### src/rtl/gbn_arq_tx.sv
// Go-Back-N ARQ transmitter: buffers up to WIN payloads, frames them with a CRC-4,
// and rewinds to the oldest unacknowledged frame on a retransmit timeout.
module gbn_arq_tx #(
    parameter int DW      = 8,
    parameter int SEQ_W   = 3,
    parameter int WIN     = 4,
    parameter int TIMEOUT = 16
) (
    input  logic                      clk,
    input  logic                      rst,
    input  logic                      in_valid,
    input  logic [DW-1:0]             in_data,
    output logic                      in_ready,
    output logic                      tx_valid,
    output logic [SEQ_W+DW+3:0]       tx_frame,
    input  logic                      tx_ready,
    input  logic                      ack_valid,
    input  logic [SEQ_W-1:0]          ack_seq,
    output logic [$clog2(WIN+1)-1:0]  win_count,
    output logic [7:0]                retx_count
);

    localparam int AW = $clog2(WIN);
    localparam int CW = $clog2(WIN+1);
    localparam int TW = $clog2(TIMEOUT);

    typedef enum logic [1:0] {IDLE, SEND, WAIT} state_t;

    logic [SEQ_W-1:0] base, snd, nxt, hi;
    logic [TW-1:0]    timer;
    logic [DW-1:0]    buffer [WIN];

    state_t           state;
    logic [SEQ_W-1:0] occupancy, ack_off, hi_off, snd_inc, snd_step, new_base;
    logic [DW-1:0]    cur_data;
    logic             accept, tx_hs, ack_ok, timeout, snd_behind, hi_grows;

    // x^4 + x + 1, MSB first, zero init, no reflection or final XOR.
    function automatic logic [3:0] crc4(input logic [DW-1:0] d);
        logic [3:0] c;
        logic       fb;
        c = 4'h0;
        for (int i = DW - 1; i >= 0; i--) begin
            fb = c[3] ^ d[i];
            c  = {c[2:0], 1'b0} ^ {2'b00, fb, fb};
        end
        return c;
    endfunction

    always_comb begin
        state = IDLE;
        if (snd != nxt)
            state = SEND;
        else if (nxt != base)
            state = WAIT;
    end

    // All window tests use modular offsets from base so pointer wrap is invisible.
    always_comb begin
        occupancy  = nxt - base;
        win_count  = occupancy[CW-1:0];
        in_ready   = (win_count < CW'(WIN));
        accept     = in_valid & in_ready;
        tx_valid   = (state == SEND);
        tx_hs      = tx_valid & tx_ready;
        cur_data   = buffer[snd[AW-1:0]];
        tx_frame   = tx_valid ? {snd, cur_data, crc4(cur_data)} : '0;
        ack_off    = ack_seq - base;
        hi_off     = hi - base;
        ack_ok     = ack_valid && (ack_off < hi_off);
        new_base   = ack_seq + SEQ_W'(1);
        snd_inc    = snd + SEQ_W'(1);
        snd_step   = tx_hs ? snd_inc : snd;
        snd_behind = ((snd_step - base) < (new_base - base));
        hi_grows   = tx_hs && ((snd_inc - base) > hi_off);
        timeout    = (timer == TW'(TIMEOUT - 1)) && (hi != base) && !ack_ok;
    end

    always_ff @(posedge clk) begin
        if (rst) begin
            base       <= '0;
            snd        <= '0;
            nxt        <= '0;
            hi         <= '0;
            timer      <= '0;
            retx_count <= '0;
        end else begin
            if (accept)
                nxt <= nxt + SEQ_W'(1);
            if (hi_grows)
                hi <= snd_inc;
            if (ack_ok)
                base <= new_base;

            // A timeout rewinds to the old base even if a frame left this cycle.
            if (timeout)
                snd <= base;
            else if (ack_ok && snd_behind)
                snd <= new_base;
            else
                snd <= snd_step;

            if (ack_ok || timeout || (hi == base))
                timer <= '0;
            else
                timer <= timer + TW'(1);

            if (timeout && (retx_count != 8'hFF))
                retx_count <= retx_count + 8'd1;
        end
    end

    // Payload storage is deliberately left out of reset.
    always_ff @(posedge clk) begin
        if (accept)
            buffer[nxt[AW-1:0]] <= in_data;
    end

endmodule
### config.mk
export PLATFORM = sky130hd
export DESIGN_NAME = gbn_arq_tx
export DESIGN_NICKNAME = d
export VERILOG_FILES = /design/src/rtl/gbn_arq_tx.sv
export SDC_FILE = /design/constraint.sdc
export NUM_CORES = 1
export LEC_CHECK = 0
export CAP_MARGIN = 25
export CORE_MARGIN = 5
export CORE_UTILIZATION = 49
export DETAILED_ROUTE_END_ITERATION = 10
export GPL_TIMING_DRIVEN = 1
export HOLD_SLACK_MARGIN = 0.15
export PLACE_DENSITY = 0.76
export SYNTH_ARGS = -nofsm -noshare
export SYNTH_HDL_FRONTEND = slang
export SYNTH_SLANG_ARGS = --single-unit
### constraint.sdc
create_clock -name clk -period 3.3 [get_ports clk]
set_input_delay 0.33 -clock clk [delete_from_list [all_inputs] [get_ports clk]]
set_output_delay 0.33 -clock clk [all_outputs]
set_load 0.05 [all_outputs]
==> results.py <==
metrics = {
    "sta": {
        "max_freq_mhz": 313,
        "final_max_slew_viol_count": 0,
        "fin_crit_ns": 3.19,
        "timing_worst_slew_pin_value_ns": 0.509,
        "fin_worst_skew_ns": 0.0108,
        "setup_viol": 0,
        "fin_ws_ns": 0.107,
        "fin_crit_sh_pct": 96.8,
        "maxSlewHeadroom_pct": 65.9,
        "hold_viol": 0,
        "rsz0062_at_grt": "yes",
    },
    "clock_network": {
        "clock_latency_ns": 0.31,
        "cts_tree": "done",
        "ctsLongestPathBuffers": 2,
        "clkTransAtPathRegs_ns": 0.10,
        "hold_buffers": 0,
        "root_buffer": "clkbuf_8",
        "cts_made_buffers": 5,
        "cts_sinks": 56,
        "htree_levels": 2,
    },
    "synth": {
        "yosysTopAreaCellShare_pct": 30.5,
        "syn_area_per_cell_um2": 12.0,
        "ys_seq_area_share_pct": 45.8,
        "synthCells": 262,
        "yosysMostFrequentCell": "edfxtp_1",
        "synth-edff-count": 32,
        "yosysWarnings": 0,
        "yosys.area.top_type": "edfxtp_1",
        "synth_common_cells": "edfxtp_1, xnor2_1, nor2_1, dfxtp_1, ha_1",
        "async_reset_ff_share_pct": 0,
        "synth_top_flop_cell": "edfxtp_1",
        "synth.area.top_cells": "edfxtp_1, dfxtp_1, ha_1",
        "syn_area_um2": 3150,
        "ys_seq_elements": 56,
        "synth_nets": 306,
        "yosysUniqueCellTypes": 41,
    },
    "final_layout": {
        "n_antenna_cell": 0,
        "drive_above_1_share_pct": 14.6,
        "num-nets-final": 359,
        "final_area_um2": 3870,
        "final_cells": 393,
        "area_delta_synth_final_pct": 23.1,
        "multi_input_area_um2": 1620,
        "seq_area_um2": 1450,
        "fillers": 534,
    },
    "grt": {
        "grt_pass1_vias": 2017,
        "antenna_found_initial": 0,
        "grt_first_pass_wirelength_mm": 9.95,
        "grt.overflow.total": 0,
        "grt_max_degree": 22,
        "track_usage_pct": 15.0,
    },
    "die": {
        "rows": 29,
        "die_y_um": 90.1,
        "start_util_pct": 49.8,
        "io_pins": 44,
        "core_region_area_um2": 6310,
        "die_area_um2": 8120,
        "die_w_um": 90.1,
    },
    "drt": {
        "drt_first_pass_iters": 5,
        "ant_nets": 0,
        "route.detailed.drc": 0,
        "postRouteWirelength_mm": 5.89,
        "wl_per_cell_um": 15.0,
        "drt_iter0_markers": 98,
        "via_count": 2021,
        "vias_per_cell": 5.14,
    },
    "hold_path": {
        "holdPathEnd": "timer[0]",
        "hold_class": "reg2reg",
        "holdPathStages": 1,
        "hold_start": "timer[0]",
    },
    "placement": {
        "pre_cts_slack_ns": -0.0384,
        "routabilityCongestion": 0.759,
        "dpl.hpwl_mm": 4.37,
        "io_buffers": 43,
        "place_area_um2": 3700,
        "placed_cells": 384,
    },
    "critical_path": {
        "crit_type": "reg2reg",
        "cp_max_fo": 4,
        "cp-end-kind": "register",
        "start_kind": "register",
        "r2r_cells": 13,
        "r2r_slack_ns": 0.11,
        "regToRegEndpoint": "snd[0]",
        "worstPathArrival_ns": 3.45,
        "worstPathRequired_ns": 3.55,
        "rr_startpoint": "nxt[1]",
    },
    "status": {
        "status": "finished, final reports clean",
    },
    "run": {
        "cap_violations": 0,
    },
}
## critical path, stage by stage, from the launching register on
cell	delay, ns
dfxtp_4	0.37
xor2_2	0.19
o31ai_4	0.31
xor2_1	0.27
ha_2	0.23
fa_2	0.42
inv_1	0.06
ha_1	0.21
a21boi_0	0.12
o21a_1	0.20
a2111oi_4	0.31
mux2i_1	0.23
mux2i_1	0.10
nor2_1	0.10
## worst max-delay path by stage
stage / startpoint / endpoint / slack [ns] / cells after the start
after CTS: nxt[2] / snd[0] / 0.002 / 13
after global routing: nxt[1] / snd[0] / -0.06 / 13
final: nxt[1] / snd[0] / 0.11 / 13
after global placement: tx_ready / snd[0] / 0.03 / 13
after detailed placement: tx_ready / snd[0] / -0.04 / 13
after floorplan: snd[0] / snd[1] / 0.04 / 14
## registers in the layout, summed over array words and instances (netlist names)
| signal | cells |
|---|---|
| buffer | 32 |
| hi | 3 |
| base | 3 |
| timer | 4 |
| snd | 3 |
| retx_count | 8 |
| nxt | 3 |
## placed cells by master, fill, tap and decap left out, types with 2 or more instances in the layout
master           netlist  final
clkdlybuf4s50_1        0     38
xor2_2                 0      2
a21o_1                 3      3
fa_1                   6      5
mux2i_1                8      7
a21oi_1                8      8
or3_1                  2      2
dfxtp_1               24     21
xnor2_1               28     26
xor2_1                10      8
mux4_1                 3      3
o21ai_0                3      3
buf_4                  1     14
clkbuf_8               1      5
and2_1                13     13
nor4_1                 2      2
nand3_1                4      4
nand2_1                5      5
edfxtp_1              32     32
and3_1                 8      8
nor3_1                 2      2
a211oi_1               4      4
xnor2_2                1      3
ha_1                  22     21
mux4_2                 5      5
dfxtp_2                0      2
nor2_1                26     26
and2_2                 2      2
nand2b_1               2      2
inv_1                 20     20
## cell families (layout without fill, tap and decap cells)
logic type	count (synthesis)	in the layout	share of synthesized area [%]
AO/OA/AOI/OAI	24	24	5.89
buffers and inverters	28	82	4.06
flip-flops	56	56	45.8
adder cells (fa/ha/maj)	28	28	12.6
multiplexers	16	16	8.63
XOR/XNOR	39	39	11.1
AND/OR/NAND/NOR	71	71	11.9
## layer usage
layer	vias to the layer above	wire length (µm)	part of all wire, %	global-route usage [%]
met5	-	0	0	0
met4	0	78	1.3	4.09
met3	7	258	4.4	3.34
met2	42	2690	46	23.0
met1	956	2860	49	21.3
li1	1016	-	-	-
## through the flow
| step | hold slack, ns | TNS [ns] | util (%) |
|---|---|---|---|
| floorplan | 0.418 | 0 | - |
| global placement | 0.433 | 0 | 58.6 |
| detailed placement | 0.448 | -0.0596 | 58.6 |
| CTS | 0.468 | 0 | 60.3 |
| global route | 0.482 | -0.115 | 61.3 |
| finish | 0.463 | 0 | 61.3 |
## area by class of cell
cell class,count,share of cell area (%)
clock buffer,6,1.87
timing repair buffer,54,13.4
multi-input combinational,178,41.9
tap,77,2.49
clock inverter,2,1.00
inverter,20,1.94
sequential,56,37.4
## timing repair
| action | CTS | global route |
|---|---|---|
| pin swaps | 1 | 4 |
| gates resized for setup | 0 | 13 |
| endpoints found under the setup margin | 1 | 5 |
| hold endpoints to repair | 0 | 0 |
| buffers inserted | 0 | 1 |
Power is left out: the tool's default activity adds up to more than one toggle a clock period on the data nets, which glitch-free logic cannot reach.
